## config.mk

```make
export PLATFORM = sky130hd
export DESIGN_NAME = gray_cnt_gen
export DESIGN_NICKNAME = d
export VERILOG_FILES = /design/src/rtl/gray_pkg.sv /design/src/rtl/bin_to_gray.sv /design/src/rtl/gray_cnt_gen.sv
export SDC_FILE = /design/constraint.sdc
export NUM_CORES = 1
export LEC_CHECK = 0
export CAP_MARGIN = 20
export CORE_AREA = 2 2 40 42
export DETAILED_ROUTE_END_ITERATION = 8
export DIE_AREA = 0 0 42 44
export GPL_ROUTABILITY_DRIVEN = 0
export PLACE_DENSITY = 0.71
export REMOVE_ABC_BUFFERS = 1
export SLEW_MARGIN = 40
export SYNTH_ARGS = -nofsm -noshare
export SYNTH_HDL_FRONTEND = slang
export SYNTH_SLANG_ARGS = --single-unit
```

## constraint.sdc

```tcl
create_clock -name clk -period 2.36 [get_ports clk]
set_clock_uncertainty 0.05 [all_clocks]
set_input_delay 0.472 -clock clk [delete_from_list [all_inputs] [get_ports clk]]
set_output_delay 0.472 -clock clk [all_outputs]
set_load 0.02 [all_outputs]
```

## src/rtl/gray_pkg.sv

```systemverilog
`default_nettype none
// ============================================================================
// Module   : gray_pkg
// Brief    : Shared width limits, FSM encoding and binary-to-Gray helper.
// Revision : 1.0
// ============================================================================
package gray_pkg;

    localparam int GRAY_W_MIN = 2;
    localparam int GRAY_W_MAX = 16;

    typedef enum logic [0:0] {
        IDLE = 1'b0,
        RUN  = 1'b1
    } gray_cnt_state_t;

    function automatic logic [GRAY_W_MAX-1:0] bin2gray(input logic [GRAY_W_MAX-1:0] bin);
        return bin ^ (bin >> 1);
    endfunction

endpackage
`default_nettype wire

```

## src/rtl/bin_to_gray.sv

```systemverilog
`default_nettype none
// ============================================================================
// Module   : bin_to_gray
// Brief    : Combinational W-bit binary-to-Gray mapping of the next count.
// Revision : 1.0
// ============================================================================
module bin_to_gray
    import gray_pkg::*;
#(
    parameter int W = 4
) (
    input  logic [W-1:0] bin,
    output logic [W-1:0] gray
);

    // Widen into the helper's fixed width, then keep only the low W bits.
    assign gray = W'(bin2gray(GRAY_W_MAX'(bin)));

endmodule
`default_nettype wire

```

## src/rtl/gray_cnt_gen.sv

```systemverilog
`default_nettype none
// ============================================================================
// Module   : gray_cnt_gen
// Brief    : Up/down Gray-code generator with load, terminal-count flag and a
//            registered valid/ready output. GRAY_CNT_WRAP_EN selects wrap at
//            the terminal code; otherwise the count saturates there.
// Revision : 1.0
// ============================================================================
module gray_cnt_gen
    import gray_pkg::*;
#(
    parameter int W = 4
) (
    input  logic         clk,
    input  logic         rst,
    input  logic         en,
    input  logic         up_dn,
    input  logic         load,
    input  logic [W-1:0] load_val,
    input  logic         out_ready,
    output logic         out_valid,
    output logic [W-1:0] gray_out,
    output logic         tc
);

    generate
        if (W < GRAY_W_MIN || W > GRAY_W_MAX) begin : g_w_range_bad
            $error("gray_cnt_gen: W out of range");
        end
    endgenerate

    gray_cnt_state_t state_q, state_d;
    logic [W-1:0]    cnt_q, cnt_d;
    logic [W-1:0]    gray_q, gray_d;
    logic            tc_q, tc_d;
    logic [W-1:0]    cnt_step;
    logic            xfer;

    function automatic logic is_term(input logic [W-1:0] c, input logic up);
        return up ? (c == '1) : (c == '0);
    endfunction

    assign xfer = (state_q == RUN) && out_ready;

    always_ff @(posedge clk) begin
        if (rst) begin
            state_q <= IDLE;
            cnt_q   <= '0;
            gray_q  <= '0;
            tc_q    <= 1'b0;
        end else begin
            state_q <= state_d;
            cnt_q   <= cnt_d;
            gray_q  <= gray_d;
            tc_q    <= tc_d;
        end
    end

    always_comb begin
        state_d = state_q;
        unique case (state_q)
            IDLE:    if (!load && en) state_d = RUN;
            RUN:     if (xfer && !en) state_d = IDLE;
            default: state_d = IDLE;
        endcase
    end

    always_comb begin
`ifdef GRAY_CNT_WRAP_EN
        cnt_step = up_dn ? cnt_q + W'(1) : cnt_q - W'(1);
`else
        if (is_term(cnt_q, up_dn)) begin
            cnt_step = cnt_q;
        end else begin
            cnt_step = up_dn ? cnt_q + W'(1) : cnt_q - W'(1);
        end
`endif
    end

    always_comb begin
        cnt_d = cnt_q;
        if (state_q == IDLE && load) begin
            cnt_d = load_val;
        end else if (xfer) begin
            cnt_d = cnt_step;
        end
        // tc follows the current up_dn so a direction change shows next cycle.
        tc_d = (state_d == RUN) && is_term(cnt_d, up_dn);
    end

    bin_to_gray #(
        .W (W)
    ) u_bin_to_gray (
        .bin  (cnt_d),
        .gray (gray_d)
    );

    always_comb begin
        out_valid = (state_q == RUN);
        gray_out  = gray_q;
        tc        = tc_q;
    end

endmodule
`default_nettype wire

```

==> results of run 1 <==
[layout make-up]
class | instances | area share [%]
Inverter | 5 | 2.149
Timing Repair Buffer | 25 | 25.64
Tap cell | 16 | 2.292
Clock buffer | 4 | 3.009
Multi-Input combinational cell | 46 | 46.28
Sequential cell | 9 | 20.63
[kinds of logic (layout without fill, tap and decap cells)]
group	after synthesis	count (layout)	share of synthesized area [%]
compound gates	16	16	25.48
xor+xnor	3	3	4.498
fa+ha+maj	5	5	11.99
buf+inv	6	34	4.498
flops	9	9	30.83
mux	1	1	1.713
simple gates	21	21	20.99
[worst register-to-register path, stage by stage (launching register included)]
cell	delay, ps
sky130_fd_sc_hd__dfxtp_1	470
sky130_fd_sc_hd__inv_1	120
sky130_fd_sc_hd__fa_1	410
sky130_fd_sc_hd__xnor2_1	200
sky130_fd_sc_hd__a211oi_2	70
sky130_fd_sc_hd__o41ai_2	320
sky130_fd_sc_hd__ha_1	300
sky130_fd_sc_hd__nor2b_1	130
[placed cells by master, fill, tap and decap left out, types with 2 or more instances in the layout]
cell type                         synthesis  routed
sky130_fd_sc_hd__inv_1                    5       5
sky130_fd_sc_hd__clkdlybuf4s50_1          0      14
sky130_fd_sc_hd__o21ai_0                  2       2
sky130_fd_sc_hd__a21oi_1                  3       2
sky130_fd_sc_hd__dfxtp_1                  9       9
sky130_fd_sc_hd__nor2_1                   4       4
sky130_fd_sc_hd__ha_1                     4       4
sky130_fd_sc_hd__clkbuf_4                 0       3
sky130_fd_sc_hd__buf_4                    1      10
sky130_fd_sc_hd__xnor2_1                  3       2
sky130_fd_sc_hd__a211oi_2                 0       2
sky130_fd_sc_hd__nand2b_1                 2       2
sky130_fd_sc_hd__nand4_1                  2       2
sky130_fd_sc_hd__nand2_1                  3       3
sky130_fd_sc_hd__nor2b_1                  6       6
[power breakdown]
group	total [uW]	internal [uW]	switching (uW)
Sequential	176	165	10.8
Clock	121	65.3	56.0
Combinational	152	83.6	68.1
Total	449	314	135
[metrics by stage]
stage	setup WS (ps)	setup TNS [ps]	instance area (um2)	util, %
after CTS	95.17	0	868.3	61.20
after global routing	29.44	0	873.3	61.55
after detailed placement	-456.7	-1698	822.0	57.94
after floorplan	160.6	0	576.8	-
final	90.21	0	873.3	61.55
after global placement	-401.5	-1570	822.0	57.94
[repair_timing]
item | CTS | global route
hold buffers | 0 | 0
buffers inserted | 0 | 0
gates resized for setup | 5 | 1
pin swaps | 4 | 0
endpoints found under the setup margin | 3 | 1
[flip-flops by register name (all words and copies together), names as in the netlist]
signal,count
tc,1
cnt_q,4
gray_out,3
out_valid,1
[layer usage]
layer  vias up  part of all wire, %  GRT usage (%)
li1        273                    -              -
met4         0                 0.47          9.677
met5         -                    0              0
met1       248                   46          19.49
met3         2                  2.8          1.250
met2         6                   50          28.44
[worst min-delay path by stage]
| stage | start | to | slack (ps) | cells past startpoint |
|---|---|---|---|---|
| finish | out_valid | out_valid | 580 | 2 |
| floorplan | rst | cnt_q[0] | 490 | 1 |
| CTS | out_valid | out_valid | 570 | 2 |
| global placement | out_valid | out_valid | 550 | 2 |
| global route | out_valid | out_valid | 640 | 2 |
| detailed placement | out_valid | out_valid | 560 | 2 |
==> results.txt, run 1 <==
Setup repair after global routing left no endpoint under its margin. The flip-flop and latch area came out at ~180 um2. The period utilization is slightly below 100%. The count of boundary I/O pins came out at 16. The termination of the worst setup path is gray_out[2].

The peak ir drop on the vdd network came out at between 0.3 and 0.4 mV. The post-route non-filler standard cell count is roughly 110. The die extent in y came out at 44 um. The number of standard cells after synthesis came out at 61. In this run, CTS created clock tree buffers numbering 3.

The total routing usage reported by global routing is between 10% and 20%. The cell sitting at the root of the clock tree is a sky130_fd_sc_hd__clkbuf_4. The actual slew at the worst max-slew pin came out at 366.5 ps.

The data required time at the worst endpoint came out at 2450 ps. The slowest cell on the critical path is sky130_fd_sc_hd__or3_4. In the routed design, unresolved DRC markers number 0. The H-tree depth reported by CTS came out at 1.

The minimum clock period is between 2000 and 2500 ps. Counting flops with an async set or reset pin after synthesis yields a share of 0%. The power density of the placed cells is 514.3 mW/mm2.

The row count came out at 14. The distinct cell type count after synthesis is 28. The clock latency on the worst-skew pair came out at 260 ps. The overall routed net length is 1266 um.

The maximum number of pins on one net before global-route repair is 9. In this run the critical register-to-register path is launched from cnt_q[0]. The setup path with the least slack is of type input port to register.

In this run the worst hold path is classified as register to register. 0 antenna diodes ended up in the layout. The critical path starts at up_dn. The sequential cell area fraction in the yosys report is 30.84%.

After clock tree synthesis, the clock-pin slew on the worst setup and hold paths is 60 ps. By count the netlist is led by 9 x sky130_fd_sc_hd__dfxtp_1, 6 x sky130_fd_sc_hd__nor2b_1, 5 x sky130_fd_sc_hd__inv_1. The starting density of the core is 41.18%.

The die is 42 um wide. The worst register-to-register path ends at gray_out[2]. The proportion of layout cells with a drive suffix above 1 came out at 25.84%. From synthesis to final layout, the design area changed by 49.46%. The first routing iteration left 0 violations. The quantity of I/O buffers inserted on ports is 15. The number of synthesized flops with an enable pin is 0. The signal on the critical path passes through dlygate4sd2_1 -> inv_1 -> ha_1 -> a21o_1 -> a21oi_2 -> xnor2_2 -> or3_4 -> o311ai_4 -> ha_1 -> nor2b_1. The iteration count of the initial detailed-routing pass is 1. The cell that appears most often on the critical path is sky130_fd_sc_hd__ha_1.

The number of clock sinks is 9. The via count of the first global-routing pass is 524. The final-stage net count came out at between 100 and 150. The critical path startpoint category is an input port. The worst hold margin is between 500 and 600 ps.

The cell type contributing the most total cell area after synthesis is sky130_fd_sc_hd__dfxtp_1. The post-DP HPWL came out at 964.2 um. No sink is reached through more buffers than the 2 on the longest clock path.

Ranked by total cell area, the synthesized netlist is headed by sky130_fd_sc_hd__dfxtp_1 31%, sky130_fd_sc_hd__ha_1 8.6%, sky130_fd_sc_hd__nor2b_1 6.4%, sky130_fd_sc_hd__o311ai_4 4.5%, sky130_fd_sc_hd__xnor2_1 4.5%. The post-synthesis instance area is 584.3 um2. The kind of cell adding the most delay to the critical path is adder cells. A synthesized cell averages 9.579 um2. The endpoint class of the critical path is a register. The final number of hold-violating endpoints is 0. The number of antenna violations at the first check in global routing is 0. TritonCTS built the clock tree. The arrival time at the worst endpoint came out at 2360 ps. The via count came out at 529. The number of placed cells counting well taps is 101. The count of pins over their slew limit is 0.

Headroom to the max-slew limit came out at between 70% and 80%. Setup violations remaining at the end of the flow were counted as 0. The setup slack of the most critical reg-to-reg path is 190 ps. Among all flip-flop cells after synthesis, the most frequent one is sky130_fd_sc_hd__dfxtp_1. Along the worst path, the maximum fanout reaches 3.

The total overflow left after global routing is 0. The total of flip-flops plus latches after synthesis is 9. The number of fill cells came out at 136. The delay of the slowest cell on the worst path is 380 ps. The max-capacitance violation count is 0. The synthesis warning total is 0.

The average wire per cell in the routed design came out at roughly 12 um. The analysis attributes to cell leakage a power of 0.0003697 uW. Timing would allow up to about 440 MHz.

The run finished with clean final reports. The share of Yosys cell area claimed by the top area cell type came out at 30.84%. The multi-input combinational cells in the finished layout cover a total of slightly above 400 um2. The floorplan step defined a die boundary enclosing about 0.0018 mm2.

The area of the core region came out at between 0.001 and 0.0015 mm2. The global-route wire length before repair came out at 2290 um. The vias per cell came out at 5.038.

The design draws between 400 and 500 uW. The number of nets still failing antenna checks after routing came out at 0. The number of buffers and inverters on the critical path is 2. In this run the number of cells on the critical path is 10. The worst reg2reg path depth came out at 7.

The most frequently used cell type in the post-synthesis netlist is sky130_fd_sc_hd__dfxtp_1.
No activity file was read; power rests on OpenSTA's default activity.
==> run 2: changes to the inputs <==
--- a/config.mk
+++ b/config.mk
@@ -11,6 +11,7 @@
 export DIE_AREA = 0 0 42 44
 export GPL_ROUTABILITY_DRIVEN = 0
 export PLACE_DENSITY = 0.71
+export RECOVER_POWER = 50
 export REMOVE_ABC_BUFFERS = 1
 export SLEW_MARGIN = 40
 export SYNTH_ARGS = -nofsm -noshare
==> results.txt, run 2 (synthesized netlist as in run 1, its figures left out) <==
The number of placed cells counting well taps came to 101 (unchanged). The number of nets still failing antenna checks after routing came out at 0 (unchanged). The reg-to-reg startpoint was cnt_q[0] (unchanged).

The final-report setup violation count is 0 (unchanged). The critical path startpoint category is an input port (unchanged). The iteration count of the initial detailed-routing pass came out at 1 (unchanged). The worst-path maximum fanout is 6 (was 3). The synthesis-to-layout area growth is 46.90% (was 49.46%).

Cell chain of the critical path: dlygate4sd2_1 -> buf_4 -> or4_4 -> o21bai_1 -> a211oi_2 -> o311ai_4 -> ha_1 -> nor2b_1 (was dlygate4sd2_1 -> inv_1 -> ha_1 -> a21o_1 -> a21oi_2 -> xnor2_2 -> or3_4 -> o311ai_4 -> ha_1 -> nor2b_1). The tightest slew margin relative to the limit is 75.51% (was 75.30%). The worst reg2reg path depth came out at 6 (was 7). The worst hold margin is 575.2 ps (was 576.6 ps). The number of clock sinks came to 9 (unchanged). The clock latency on the worst-skew pair was 260 ps (about the same). The CTS tree is built (unchanged). The count of pins over their slew limit is 0 (unchanged). The kind of cell adding the most delay to the critical path is compound AO/OA/AOI/OAI gates (was adder cells). Outcome: completed (unchanged).

The minimum clock period was 2278 ps (was 2270 ps). The switching power as a share of total power was 30.01% (was 30.03%). The row count is 14 (unchanged). The average wire per cell in the routed design came out at 12.02 um (was 12.06 um). The width of the die is 42 um (unchanged).

The switching power summed over all nets came out at 132.7 uW (was 134.9 uW). The highest achievable clock rate came to 439.0 MHz (was 440.6 MHz). The vias per cell came out at 4.990 (was 5.038). The H-tree depth reported by CTS is 1 (unchanged). The number of buffers and inverters on the critical path came out at 2 (unchanged). The power density of the placed cells came out at 515.3 mW/mm2 (was 514.3 mW/mm2). The worst-case setup slack after placement is -456.7 ps (unchanged).

The iteration-0 DRC count of the detailed router came out at 0 (unchanged). The termination of the worst setup path is gray_out[2] (unchanged). The proportion of layout cells with a drive suffix above 1 came out at 23.60% (was 25.84%). The final core area utilization came out at 60.49% (was 61.55%).

The starting density of the core came out at 41.18% (unchanged). The period utilization is 96.53% (was 96.18%). The via count came out at 524 (was 529). The die extent in y came out at 44 um (unchanged).

The endpoint class of the critical path was a register (unchanged). The CTS clock-pin slew for the worst setup and hold paths is 60 ps (about the same). The share of power burned in the clock network is 27.4% (was 27.0%). The quantity of I/O buffers inserted on ports came out at 15 (unchanged). The number of buffers added by the clock tree synthesis step came out at 3 (unchanged).

The final worst setup slack is 81.94 ps (was 90.21 ps). The post-detailed-route DRC marker count is 0 (unchanged). The post-route non-filler standard cell count came to 105 (unchanged). The post-CTS setup buffer count came to 0 (unchanged). The global-route wire length before repair was 2290 um (unchanged). The area of the core region came out at 0.001419 mm2 (unchanged). The number of fill cells came out at 140 (was 136).

The total routing usage reported by global routing came out at 16.24% (unchanged). The final number of hold-violating endpoints came to 0 (unchanged). The critical path startpoint is up_dn (unchanged).

The flip-flop and latch area came to 180.2 um2 (unchanged). The residual overflow from global routing came to 0 (unchanged). The count of boundary I/O pins came out at 16 (unchanged). Commonest non-fill, non-tap cells in the layout: 9 x sky130_fd_sc_hd__dfxtp_1, 9 x sky130_fd_sc_hd__clkdlybuf4s50_1, 9 x sky130_fd_sc_hd__buf_4, 6 x sky130_fd_sc_hd__nor2b_1 (was 14 x sky130_fd_sc_hd__clkdlybuf4s50_1, 10 x sky130_fd_sc_hd__buf_4, 9 x sky130_fd_sc_hd__dfxtp_1, 6 x sky130_fd_sc_hd__nor2b_1, 5 x sky130_fd_sc_hd__inv_1). The arrival time at the worst endpoint came out at 2370 ps (was 2360 ps). The delay of the slowest cell on the worst path came out at 420 ps (was 380 ps). The max-capacitance violation count was 0 (unchanged). The internal power component came to 309.6 uW (was 314.3 uW). The slowest cell on the critical path is sky130_fd_sc_hd__or4_4 (was sky130_fd_sc_hd__or3_4). The root buffer cell is sky130_fd_sc_hd__clkbuf_4 (unchanged).

The total die area is 0.001848 mm2 (unchanged). The actual slew at the worst max-slew pin came out at 363.3 ps (was 366.5 ps). The peak ir drop on the vdd network came out at 0.3186 mV (was 0.3240 mV). The flip-flop count of the largest register after layout was 4 (unchanged).

The setup slack of the most critical reg-to-reg path came to 180 ps (was 190 ps). The multi-input logic area is 392.9 um2 (was 404.1 um2). The data required time at the worst endpoint came out at 2450 ps (about the same).

The number of antenna violations at the first check in global routing is 0 (unchanged). The final-stage net count came out at 105 (unchanged). The type of the setup path with the least slack is input port to register (unchanged).

The count of cell instances traversed by the critical path came to 8 (was 10). The total leakage power is 0.0003783 uW (was 0.0003697 uW). Unrepaired setup endpoints after global routing: no (unchanged). The via count of the first global-routing pass is 524 (unchanged).

The overall routed net length is 1262 um (was 1266 um). The sequential fraction of design power came out at 39.7% (was 39.2%). The post-DP HPWL was 964.2 um (unchanged). The number of diodes added for antenna fixing is 0 (unchanged). The capture instance of the worst register-to-register path was gray_out[2] (unchanged).

The power share of the combinational group came to 32.9% (was 33.8%). The class of the worst hold path is register to register (unchanged). The maximum number of pins on one net before global-route repair came to 9 (unchanged). The largest buffer count on any clock path came out at 2 (unchanged). The register ranked first by flip-flop count is cnt_q (unchanged). The aggregate negative setup slack came to 0 ps (unchanged).
[run 2: cell count changes in the layout (fill, tap and decap cells not counted)]
cell / previous run / this run
sky130_fd_sc_hd__dlygate4sd3_1: 0 / 5
sky130_fd_sc_hd__clkbuf_1: 1 / 2
sky130_fd_sc_hd__clkdlybuf4s50_1: 14 / 9
sky130_fd_sc_hd__buf_4: 10 / 9
sky130_fd_sc_hd__o21bai_4: 1 / 0
sky130_fd_sc_hd__o21bai_1: 1 / 2
[run 2: timing repair]
item,in CTS,in global routing
hold buffers,0,0
pin swaps,4,0
setup endpoints to repair,3,1
gates resized for setup,5,1
[run 2: final cells by class]
cell class	instances	share of cell area, %
multi-input combinational	46	45.77
inverter	5	2.187
clock buffer	4	3.061
tap	16	2.332
timing repair buffer	25	25.66
sequential	9	20.99
[run 2: metrics by stage]
stage / power, uW / cell area, um2
2_1_floorplan: 257.0 / 576.8
3_3_place_gp: 323.7 / 822.0
3_5_place_dp: 324.3 / 822.0
4_1_cts: 452.0 / 868.3
5_1_grt: 468.7 / 858.3
6_report: 442.3 / 858.3
[run 2: worst register-to-register path, cell delays in order (launching register included)]
cell	delay, ps
sky130_fd_sc_hd__dfxtp_1	390
sky130_fd_sc_hd__or4_4	570
sky130_fd_sc_hd__o21bai_1	320
sky130_fd_sc_hd__a211oi_2	90
sky130_fd_sc_hd__o311ai_4	260
sky130_fd_sc_hd__ha_1	270
sky130_fd_sc_hd__nor2b_1	130
[run 2: power by group through the flow]
stage          sequential (uW)  combinational [uW]  clock [uW]
3_3_place_gp               179                 145           0
4_1_cts                    176                 152         124
2_1_floorplan              190                67.2           0
6_report                   176                 145         121
5_1_grt                    178                 160         131
3_5_place_dp               179                 146           0
[run 2: worst min path at each step]
stage / cells after the start / startpoint / end
floorplan: 1 / rst / cnt_q[0]
global route: 2 / out_valid / out_valid
CTS: 2 / out_valid / out_valid
detailed placement: 2 / out_valid / out_valid
global placement: 2 / out_valid / out_valid
finish: 2 / out_valid / out_valid
[run 2: routing by layer]
metal  GRT usage [%]  wire length, um
met1           19.49              582
met2           28.44              636
met5               0                0
met3           1.250               36
met4           9.677                6
==> RTL edit, RTL diff (flow settings as in run 2) <==
Reset style: asynchronous (`rst`), changed in one clocked block.
--- a/src/rtl/gray_cnt_gen.sv
+++ b/src/rtl/gray_cnt_gen.sv
@@ -43,5 +43,5 @@
     assign xfer = (state_q == RUN) && out_ready;
 
-    always_ff @(posedge clk) begin
+    always_ff @(posedge clk or posedge rst) begin
         if (rst) begin
             state_q <= IDLE;
Behaviour: differs if rst is asserted again (counterexample within 4 cycles, from zero or initial values and one cycle with rst high); with rst held inactive, the same outputs for 10 cycles.
==> RTL edit against run 2 <==
Non-clock buffer count unchanged. Synthesized cell count did not move. Synthesized area rose by 1.3%. Critical path depth increased by 3. Via count rose by 7.3%. Worst hold slack worse by 0.016 ns. Die area stayed put. Global-route usage rose by 4.2 points. Setup slack gained 0.065 ns. Cell area up 4.8%. Sequential cell count is the same. Wire length rose by 28%. Highest routed layer unchanged.
Power is not compared: it rests on default switching activity, and its combinational part moved more than twofold at a synthesized area within 25%.
==> RTL edit: results (changes against run 2) <==
[outcome]
outcome = completed  ; unchanged

[yosys]
async_flop_share_pct = 100.0  ; was 0%
yosys-top-cells-area = dfrtp_1 38%, ha_1 8.5%, mux2i_1 5.1%  ; was dfxtp_1 31%, ha_1 8.6%, nor2b_1 6.4%
synth.mux.area_fraction_pct = 5.074  ; was 1.713%
synth_xor_xnor_area_share_pct = 4.440  ; was 4.497%
synth_compound_area_share_pct = 15.01  ; was 25.48%
synth_fa_ha_area_share_pct = 11.84  ; was 11.99%
synth_ff_type = dfrtp_1  ; was dfxtp_1
ys_seq_area_share_pct = 38.05  ; was 30.84%

[final_layout]
multi_input_area_um2 = 380.4  ; was 392.9 um2
bufAreaShareNonClock_pct = 24.48  ; was 25.66%
drive_gt1_share_pct = 25.84  ; was 23.60%
inverters = 7  ; was 5
clock_area_share_pct = 3.060  ; was 3.061%
seq_share_pct = 25.03  ; was 20.99%
fill_cells = 117  ; was 140
num-multi-input-gates = 44  ; was 46

[critical_path]
worst-path-max-fanout = 2  ; was 6
regToRegSetupSlack_ns = 0.23  ; was 0.18 ns
slowest_delay_ns = 0.28  ; was 0.42 ns
worstReg2RegEnd = tc  ; was gray_out[2]
cp_slowest_cell = ha_1  ; was or4_4

[clock_tree]
cts_resized = 8  ; was 5

[sta]
hold_ws_ns = 0.5588  ; was 0.5752 ns
max_freq_mhz = 451.8  ; was 439.0 MHz
slew_headroom_pct = 74.17  ; was 75.51%

[global_routing]
grt_use_total_pct = 20.49  ; was 16.24%
grt_use_met3_pct = 4.167  ; was 1.250%
grt_pass1_vias = 605  ; was 524
grt_pass1_wl_mm = 2.718  ; was 2.290 mm
use_met2_pct = 38.13  ; was 28.44%

[drt]
wl_met1_um = 590  ; was 582 um
wl_met3_um = 52  ; was 36 um
vias_per_cell = 5.352  ; was 4.990
drt_iter0_drc = 18  ; was 0

[worst_hold_path]
hold_path.class = in2async  ; was reg2reg

[placed_design]
dpl.hpwl_mm = 1.190  ; was 964.2 um
pre_cts_slack_ns = -0.7008  ; was -0.4567 ns

==> RTL edit: cell types whose count changed after synthesis, sizes merged, moves of 2 or more <==
cell / delta
nand2: +2
nand4: +2
o21bai: -2
nor2: -4
mux2i: +2
o311ai: +2
inv: +2
dfrtp: +9
nor2b: -4
nand3: +4
dfxtp: -9
a211oi: -2
==> RTL edit: logic make-up after synthesis <==
family / count (synthesis)
buf+inv: 8
fa+ha+maj: 5
simple gates: 20
xor+xnor: 3
flops: 9
mux: 3
compound gates: 13
==> RTL edit: stage by stage <==
stage | area, um2 | utilization [%] | TNS [ns] | instances | power [mW]
after floorplan | 584.3 | - | 0 | 60 | 0.5868
after global placement | 829.5 | 58.47 | -1.188 | 101 | 0.8250
after detailed placement | 829.5 | 58.47 | -1.808 | 101 | 0.8514
after CTS | 893.4 | 62.96 | 0 | 105 | 1.028
after global routing | 899.6 | 63.40 | 0 | 105 | 1.122
final | 899.6 | 63.40 | 0 | 105 | 1.042
